File: src/rtl/gb_apu_pkg.sv
// rtl/gb_apu_pkg.sv - shared APU types and constants for the channel 1 sweep unit
// Contents:
//   sweep_state_t        sweep sequencer states
//   MAX_FREQ             largest frequency that fits the period register
//   NR10_* constants     bit positions of the NR10 fields {period, negate, shift}
package gb_apu_pkg;

    typedef enum logic [1:0] {
        IDLE     = 2'd0,
        TRIG_CHK = 2'd1,
        STEP_WR  = 2'd2,
        STEP_CHK = 2'd3
    } sweep_state_t;

    localparam logic [10:0] MAX_FREQ = 11'd2047;

    localparam int NR10_PERIOD_MSB = 6;
    localparam int NR10_PERIOD_LSB = 4;
    localparam int NR10_NEGATE_BIT = 3;
    localparam int NR10_SHIFT_MSB  = 2;
    localparam int NR10_SHIFT_LSB  = 0;

endpackage

File: src/rtl/gb_sweep_calc.sv
// rtl/gb_sweep_calc.sv - combinational sweep step: shadow +/- (shadow >> shift)
// Ports:
//   shadow    in   current shadow frequency
//   shift     in   NR10 shift field
//   negate    in   NR10 negate bit (1 = subtract)
//   result    out  low FREQ_W bits of the new frequency
//   overflow  out  add-mode result exceeds MAX_FREQ
module gb_sweep_calc #(
    parameter int FREQ_W = 11
) (
    input  logic [FREQ_W-1:0] shadow,
    input  logic [2:0]        shift,
    input  logic              negate,
    output logic [FREQ_W-1:0] result,
    output logic              overflow
);
    import gb_apu_pkg::*;

    logic [FREQ_W-1:0] delta;
    logic [FREQ_W:0]   sum;

    always_comb begin
        delta = shadow >> shift;
        // delta never exceeds shadow, so the subtraction cannot wrap
        if (negate) begin
            sum = {1'b0, shadow} - {1'b0, delta};
        end else begin
            sum = {1'b0, shadow} + {1'b0, delta};
        end
        overflow = !negate && (sum > (FREQ_W + 1)'(MAX_FREQ));
        result   = sum[FREQ_W-1:0];
    end

endmodule

File: src/rtl/gb_freq_sweep.sv
// rtl/gb_freq_sweep.sv - channel 1 frequency sweep controller
// Ports:
//   clk          in   system clock
//   reset        in   asynchronous active-low reset
//   sweep_clk    in   128 Hz one-cycle tick from the frame sequencer
//   trigger      in   one-cycle channel 1 trigger pulse
//   nr10         in   live NR10 {period[6:4], negate[3], shift[2:0]}
//   freq_in      in   channel frequency, sampled on trigger
//   freq_out     out  swept frequency to write back
//   freq_update  out  one-cycle pulse: channel loads freq_out
//   ch_disable   out  one-cycle pulse: channel must disable
//   busy         out  sequencer not idle
module gb_freq_sweep #(
    parameter int FREQ_W             = 11,
    parameter int ZERO_PERIOD_RELOAD = 8
) (
    input  logic              clk,
    input  logic              reset,
    input  logic              sweep_clk,
    input  logic              trigger,
    input  logic [6:0]        nr10,
    input  logic [FREQ_W-1:0] freq_in,
    output logic [FREQ_W-1:0] freq_out,
    output logic              freq_update,
    output logic              ch_disable,
    output logic              busy
);
    import gb_apu_pkg::*;

    // Timer must hold both the 3-bit period and the zero-period reload value
    localparam int RELOAD_W = $clog2(ZERO_PERIOD_RELOAD + 1);
    localparam int TIMER_W  = (RELOAD_W > 3) ? RELOAD_W : 3;

    sweep_state_t      state_q, state_d;
    logic [FREQ_W-1:0] shadow_q, shadow_d;
    logic [FREQ_W-1:0] freq_out_q, freq_out_d;
    logic [TIMER_W-1:0] timer_q, timer_d;
    logic              sweep_en_q, sweep_en_d;
    logic              neg_used_q, neg_used_d;
    logic              pending_q, pending_d;
    logic              freq_update_q, freq_update_d;
    logic              ch_disable_q, ch_disable_d;

    logic [2:0]        period;
    logic [2:0]        shift;
    logic              negate;
    logic [TIMER_W-1:0] reload_val;
    logic [TIMER_W-1:0] timer_dec;
    logic [FREQ_W-1:0] calc_result;
    logic              calc_overflow;

    assign period = nr10[NR10_PERIOD_MSB:NR10_PERIOD_LSB];
    assign negate = nr10[NR10_NEGATE_BIT];
    assign shift  = nr10[NR10_SHIFT_MSB:NR10_SHIFT_LSB];

    assign reload_val = (period == 3'd0) ? TIMER_W'(ZERO_PERIOD_RELOAD) : TIMER_W'(period);
    assign timer_dec  = (timer_q != '0) ? (timer_q - 1'b1) : '0;

    gb_sweep_calc #(
        .FREQ_W (FREQ_W)
    ) u_calc (
        .shadow   (shadow_q),
        .shift    (shift),
        .negate   (negate),
        .result   (calc_result),
        .overflow (calc_overflow)
    );

    always_comb begin
        state_d       = state_q;
        shadow_d      = shadow_q;
        freq_out_d    = freq_out_q;
        timer_d       = timer_q;
        sweep_en_d    = sweep_en_q;
        neg_used_d    = neg_used_q;
        pending_d     = pending_q;
        freq_update_d = 1'b0;
        ch_disable_d  = 1'b0;

        // Leaving negate mode after a negate calculation kills the channel
        if (neg_used_q && !negate) begin
            ch_disable_d = 1'b1;
            neg_used_d   = 1'b0;
        end

        if (trigger) begin
            // Trigger restarts everything, discarding any in-flight step or tick
            shadow_d   = freq_in;
            freq_out_d = freq_in;
            timer_d    = reload_val;
            sweep_en_d = (period != 3'd0) || (shift != 3'd0);
            neg_used_d = 1'b0;
            pending_d  = 1'b0;
            state_d    = (shift != 3'd0) ? TRIG_CHK : IDLE;
        end else begin
            unique case (state_q)
                IDLE: begin
                    if (sweep_clk || pending_q) begin
                        pending_d = 1'b0;
                        if (timer_dec == '0) begin
                            timer_d = reload_val;
                            if (sweep_en_q && (period != 3'd0)) begin
                                state_d = STEP_WR;
                            end
                        end else begin
                            timer_d = timer_dec;
                        end
                    end
                end
                TRIG_CHK: begin
                    if (sweep_clk) begin
                        pending_d = 1'b1;
                    end
                    if (calc_overflow) begin
                        ch_disable_d = 1'b1;
                    end
                    if (negate) begin
                        neg_used_d = 1'b1;
                    end
                    state_d = IDLE;
                end
                STEP_WR: begin
                    if (sweep_clk) begin
                        pending_d = 1'b1;
                    end
                    if (calc_overflow) begin
                        ch_disable_d = 1'b1;
                        state_d      = IDLE;
                    end else if (shift != 3'd0) begin
                        shadow_d      = calc_result;
                        freq_out_d    = calc_result;
                        freq_update_d = 1'b1;
                        if (negate) begin
                            neg_used_d = 1'b1;
                        end
                        state_d = STEP_CHK;
                    end else begin
                        state_d = IDLE;
                    end
                end
                STEP_CHK: begin
                    if (sweep_clk) begin
                        pending_d = 1'b1;
                    end
                    if (calc_overflow) begin
                        ch_disable_d = 1'b1;
                    end
                    if (negate) begin
                        neg_used_d = 1'b1;
                    end
                    state_d = IDLE;
                end
                default: begin
                    state_d = IDLE;
                end
            endcase
        end
    end

    always_ff @(posedge clk or negedge reset) begin
        if (!reset) begin
            state_q       <= IDLE;
            shadow_q      <= '0;
            freq_out_q    <= '0;
            timer_q       <= '0;
            sweep_en_q    <= 1'b0;
            neg_used_q    <= 1'b0;
            pending_q     <= 1'b0;
            freq_update_q <= 1'b0;
            ch_disable_q  <= 1'b0;
        end else begin
            state_q       <= state_d;
            shadow_q      <= shadow_d;
            freq_out_q    <= freq_out_d;
            timer_q       <= timer_d;
            sweep_en_q    <= sweep_en_d;
            neg_used_q    <= neg_used_d;
            pending_q     <= pending_d;
            freq_update_q <= freq_update_d;
            ch_disable_q  <= ch_disable_d;
        end
    end

    assign freq_out    = freq_out_q;
    assign freq_update = freq_update_q;
    assign ch_disable  = ch_disable_q;
    assign busy        = (state_q != IDLE);

endmodule

File: config.mk
export PLATFORM = sky130hd
export DESIGN_NAME = gb_freq_sweep
export DESIGN_NICKNAME = d
export VERILOG_FILES = /design/src/rtl/gb_apu_pkg.sv /design/src/rtl/gb_sweep_calc.sv /design/src/rtl/gb_freq_sweep.sv
export SDC_FILE = /design/constraint.sdc
export NUM_CORES = 1
export LEC_CHECK = 0
export CORE_ASPECT_RATIO = 2
export CORE_MARGIN = 2
export CORE_UTILIZATION = 41
export CTS_CLUSTER_SIZE = 16
export DETAILED_ROUTE_END_ITERATION = 16
export GPL_ROUTABILITY_DRIVEN = 0
export PLACE_DENSITY = 0.62
export RECOVER_POWER = 50
export SETUP_SLACK_MARGIN = 0.5
export SYNTH_ARGS = -nofsm -noshare
export SYNTH_HDL_FRONTEND = slang
export SYNTH_SLANG_ARGS = --single-unit
File: constraint.sdc
create_clock -name clk -period 5.8 [get_ports clk]
set_input_delay 1.16 -clock clk [delete_from_list [all_inputs] [get_ports clk]]
set_output_delay 1.16 -clock clk [all_outputs]
set_load 0.005 [all_outputs]
=== Word level (Yosys, flattened, before mapping) ===
Cells that the tools add are included.

* Flip-flop bits (word level): 22
* Input port bits: 22
* Output and inout bits: 14
* Logic and storage cells: 81

* Add/sub/neg operators: 3
* Magnitude comparators: 1
* Equal/unequal tests: 8
* Shifts and indexed selects: 1
* Mux-type cells: 37
* Reduce and logical (&&, ||, !) cells: 23

{| class="wikitable"
|+ Operator list
! cell !! number
|-
| 11-bit two-way mux || 4
|-
| 4-bit two-way mux || 6
|-
| 1-bit two-way mux || 17
|-
| 11-bit by 11-bit adder with 12-bit output || 1
|-
| 12-bit by 11-bit > comparator with 1-bit output, second input constant || 1
|-
| 12-bit two-way mux || 1
|-
| 2-bit two-way mux || 6
|-
| 11-bit by 11-bit subtractor with 12-bit output || 1
|-
| 11-bit by 3-bit >> shifter with 11-bit output || 1
|-
| 2-bit nonzero test || 5
|-
| 3-bit inequality test, second input constant || 3
|-
| 2-bit case mux with 3 select lines || 1
|-
| 3-bit AND reduction || 2
|-
| 3-bit nonzero test || 2
|-
| 2-bit == test, second input constant || 2
|-
| 4-bit logical NOT || 1
|-
| 1-bit case mux with 2 select lines || 2
|-
| 2-bit AND reduction || 2
|-
| 4-bit nonzero test || 1
|-
| 4-bit by 1-bit subtractor with 4-bit output, second input constant || 1
|-
| 1-bit logical AND || 3
|-
| 3-bit logical NOT || 1
|-
| 3-bit by 1-bit inequality test with 1-bit output, second input constant || 1
|-
| 3-bit OR reduction || 1
|-
| other kinds (6) || 7
|}

=== Depth between registers and ports, before layout ===
* Word-level depth: 8
* Gate-level depth with buffers: 22
* Gate-level depth less buffers: 19

=== Hierarchy ===
From an unflattened synthesis, not the netlist that was laid out.

* Cells, all modules: 275
* Area, all modules: 2248.4 sq um

{| class="wikitable"
|+ By module, submodules not included
! module !! times used !! cells an instance !! area an instance (sq um) !! sequential area each (sq um)
|-
| gb_sweep_calc || 1 || 159 || 1194.9 || 0.0
|-
| gb_freq_sweep || 1 || 116 || 1053.5 || 550.5
|}

=== Worst setup path before layout ===
Ideal clock, no wire load.

* Path kind: input port to flip-flop
* Start point: input nr10[0]
* End point: register freq_out_q[10], in the netlist freq_out[10]
* Arrival: 5.521 ns
* Required time: 5.713 ns
* Slack: 0.193 ns
* Cell stages on the path: 18
* Path buffers: 4
* Cells stage by stage: buf_6 buf_2 buf_1 mux4_2 mux2i_1 nand3_1 nor4_1 a21oi_1 o32a_1 ha_1 nand2_1 nor3_1 o31a_1 o41ai_1 a211oi_1 or3_2 buf_6 o211ai_1

* Word-level cells in the longest chain between the ends: 7
* Elaborated cells on any way between the ends: 14
* Classes of those cells: 2 x add/sub; 1 x order compare; 1 x eq/ne; 1 x shift; 5 x mux; 4 x reduce/logical

{| class="wikitable"
|+ Ends and longest elaborated chain
! item !! line !! RTL
|-
| from (decl) || gb_freq_sweep.sv:21 || <nowiki>input logic [6:0] nr10,</nowiki>
|-
| 11-bit by 3-bit >> shifter with 11-bit output || gb_sweep_calc.sv:23 || <nowiki>delta = shadow >> shift;</nowiki>
|-
| 11-bit by 11-bit adder with 12-bit output / 11-bit by 11-bit subtractor with 12-bit output (equally long branches) || gb_sweep_calc.sv:28, gb_sweep_calc.sv:26 ||
|-
| 12-bit two-way mux || gb_sweep_calc.sv:25 || <nowiki>if (negate) begin</nowiki>
|-
| 12-bit by 11-bit > comparator with 1-bit output / 11-bit two-way mux (equally long branches) || gb_sweep_calc.sv:30, gb_freq_sweep.sv:129 ||
|-
| 1-bit logical AND / 11-bit two-way mux (equally long branches) || gb_sweep_calc.sv:30, gb_freq_sweep.sv:126 ||
|-
| 2-bit inequality test (no source line) / 11-bit two-way mux (equally long branches) || -- ||
|-
| 3-bit AND reduction (no source line) / 11-bit two-way mux (equally long branches) || -- ||
|-
| to (signal assigned) || gb_freq_sweep.sv:174 || <nowiki>freq_out_q <= freq_out_d;</nowiki>
|-
| to (decl) || gb_freq_sweep.sv:36 || <nowiki>logic [FREQ_W-1:0] freq_out_q, freq_out_d;</nowiki>
|}

Parallel ways exist; a longest one is shown, timed or not. The select of a mux whose other input is x is not followed.
A chain may end at the register's enable or synchronous reset.

=== Final worst setup path ===
* Start point: input nr10[1]
* End point: register freq_out_q[1], in the netlist freq_out[1]

Same word-level chain as after synthesis.

==> results.json <==
{
  "yosys_register_bits": 22,
  "grt_pass1_wl_um": 12400,
  "start_util": 0.426,
  "critical_path_class": "in -> reg",
  "drt_iter0_markers": 139,
  "viasPerCell": 6.17,
  "vias": 2513,
  "layout-drive-gt1-share": 0.179,
  "cts_sinks": 22,
  "yosysSeqAreaShare": 0.226,
  "drc": 0,
  "area.growth.synth_to_final_pct": 32.5,
  "hold_violations": 0,
  "synthesis.nets": 334,
  "finalCriticalPeriod_ps": 5110,
  "antenna_found_initial": 0,
  "synth_commonest_cells": "nand2_1 (32), nor2_1 (32), dfrtp_1 (22), a21oi_1 (18), o21ai_0 (15)",
  "power_density_mw_per_mm2": 248,
  "ctsHoldBuffers": 0,
  "io_pins": 36,
  "wl_per_cell_um": 18.3,
  "hold_class": "reg -> reg",
  "htreeDepth": 1,
  "synth-adder-area-share": 0.0700,
  "synth-main-ff-cell": "dfrtp_1",
  "drt_first_pass_iters": 4,
  "synthesis.instances": 299,
  "startpoint_type": "primary input",
  "numCtsBuffers": 3,
  "grt_use_total": 0.237,
  "grt_max_degree": 25,
  "setup_viol": 0,
  "synthArstFlopShare": 1.00,
  "power_w": 0.000798,
  "synth-compound-area-share": 0.256,
  "synthSimpleGateAreaFrac": 0.230,
  "port_buffers": 35,
  "n_antenna_cell": 0,
  "worstPathRequired_ps": 5950,
  "place_area_mm2": 0.00293,
  "endpoint_kind": "flip-flop",
  "ys_types": 54,
  "drtAntennaViolNets": 0,
  "period_share": 0.880,
  "ir_drop_mv": 0.278,
  "rows": 39,
  "clk_pin_slew_ps": 60,
  "die_x_um": 58.5,
  "clk_path_buf_depth": 2,
  "finClkSkew_ps": 1.51,
  "yosysWarnings": 0,
  "die_h_um": 113,
  "outcome": "finished, final reports clean",
  "design_area_mm2": 0.00322,
  "syn_area_mm2": 0.00243,
  "wl_um": 7450,
  "maxSlewViolCount": 0,
  "synth_mux_area_frac": 0.115,
  "relSlewSlack": 0.341,
  "die-area_mm2": 0.00660,
  "grt.overflow.total": 0,
  "critPathArrivalTime_ps": 5250,
  "synth.top_cells.by_area": "dfrtp_1 (23%), ha_1 (6.2%), nand2_1 (4.9%), nor2_1 (4.9%), o311ai_0 (4.7%)",
  "tightest_slew_ps": 985,
  "grt_pass1_vias": 2608,
  "cts_tree": "built",
  "cts-root-buf": "clkbuf_16",
  "p_leak_nw": 1.35,
  "yosysTopAreaCellShare": 0.226,
  "synth_edf_count": 0,
  "postSynthAreaPerCell_um2": 8.13,
  "clk_latency_ps": 250,
  "dpl.hpwl_um": 5590,
  "maxCapViolCount": 0,
  "synth_top_family_by_area": "compound AO/OA/AOI/OAI gates",
  "synth-xor-area-share": 0.0396,
  "critical_path_peak_fanout": 17,
  "max_freq_mhz": 196,
  "synth_area_leader_cell": "dfrtp_1",
  "grt_setup_unrepaired": "no",
  "fin_nets": 382,
  "coreArea_mm2": 0.00571
}
==> final cells by class <==
class	instances	area, um2
Clock buffer	4	88.8
Fill cell	543	2490
Inverter	15	60.1
Multi-Input combinational cell	244	1880
Sequential cell	22	551
Tap cell	61	76.3
Timing Repair Buffer	61	571
==> report_power, final <==
part           internal, W  switching, W  leakage, nW
registers         0.000174     0.0000386        0.272
logic             0.000208      0.000221         1.03
clock network     0.000105     0.0000508       0.0442
==> routing by layer <==
| metal | track usage | up-vias | share of wire |
|---|---|---|---|
| met5 | 0 | - | 0 |
| met4 | 0.0713 | 0 | 0.030 |
| met3 | 0.0194 | 16 | 0.022 |
| met2 | 0.468 | 60 | 0.58 |
| met1 | 0.249 | 1220 | 0.37 |
| li1 | - | 1217 | - |
==> path summary, 6_finish.rpt <==
check	start	to	slack [ps]	depth (start not counted)
worst max-delay path	nr10[1]	freq_out[1]	690	18
worst min-delay path	neg_used_q	ch_disable	510	2
worst max register to register	freq_out[7]	freq_out[1]	1460	16
worst min register to register	neg_used_q	ch_disable	510	2
max in group asynchronous	reset	freq_out[2]	3680	1
min in group asynchronous	reset	pending_q	1520	1
==> state kept, by name (all words and copies together), names as in the netlist <==
name,cells
timer_q,4
sweep_en_q,1
state_q,2
freq_out,11
neg_used_q,1
pending_q,1
ch_disable,1
freq_update,1
==> logic make-up after synthesis <==
family,Yosys count
AOI/OAI and AO/OA,89
xor gates and xnor gates,11
adders and majority gates,13
buffers and inverters,34
DFF,22
muxes,18
and+or+nand+nor,112
==> worst max-delay path, cell delays in order <==
cell             delay, ps
clkdlybuf4s50_1        530
buf_4                  250
nor2_1                  70
a221oi_1               780
nor4_4                  50
buf_4                  170
a31oi_1                130
a21oi_1                 50
o32a_1                 210
ha_4                   290
nand2_1                 50
nor3_1                 170
o31a_1                 240
o41ai_4                110
nor4b_4                150
buf_4                  160
or3_4                  430
o311ai_2               240
==> placed cells by master, fill, tap and decap left out, types with 7 or more instances in the layout <==
cell type / count
o211ai_1: 9
nand2_1: 32
nor2b_1: 8
inv_1: 14
dfrtp_1: 22
mux2i_1: 8
clkdlybuf4s50_1: 25
o311ai_1: 7
nor3_1: 10
dlygate4sd3_1: 8
nor2_1: 32
o21ai_0: 15
ha_1: 9
a21oi_1: 18
buf_4: 20
==> repair_timing <==
action                                  in CTS  in global routing
setup buffers                                3                  2
gates cloned                                 1                  1
pin swaps                                    4                  8
resized for setup                           15                 29
hold endpoints to repair                     0                  0
endpoints found under the setup margin      13                 15
==> metrics by stage <==
| stage | setup WS, ps | setup TNS (ps) | std cells | util | hold slack (ps) |
|---|---|---|---|---|---|
| detailed placement | -85.2 | -156 | 396 | 0.512 | 501 |
| global placement | 65.8 | 0 | 396 | 0.512 | 492 |
| finish | 694 | 0 | 407 | 0.564 | 510 |
| global route | 446 | 0 | 407 | 0.564 | 545 |
| CTS | 504 | 0 | 404 | 0.542 | 514 |
| floorplan | 553 | 0 | 299 | - | 467 |
Note: power is estimated with default switching activity, not from simulation.
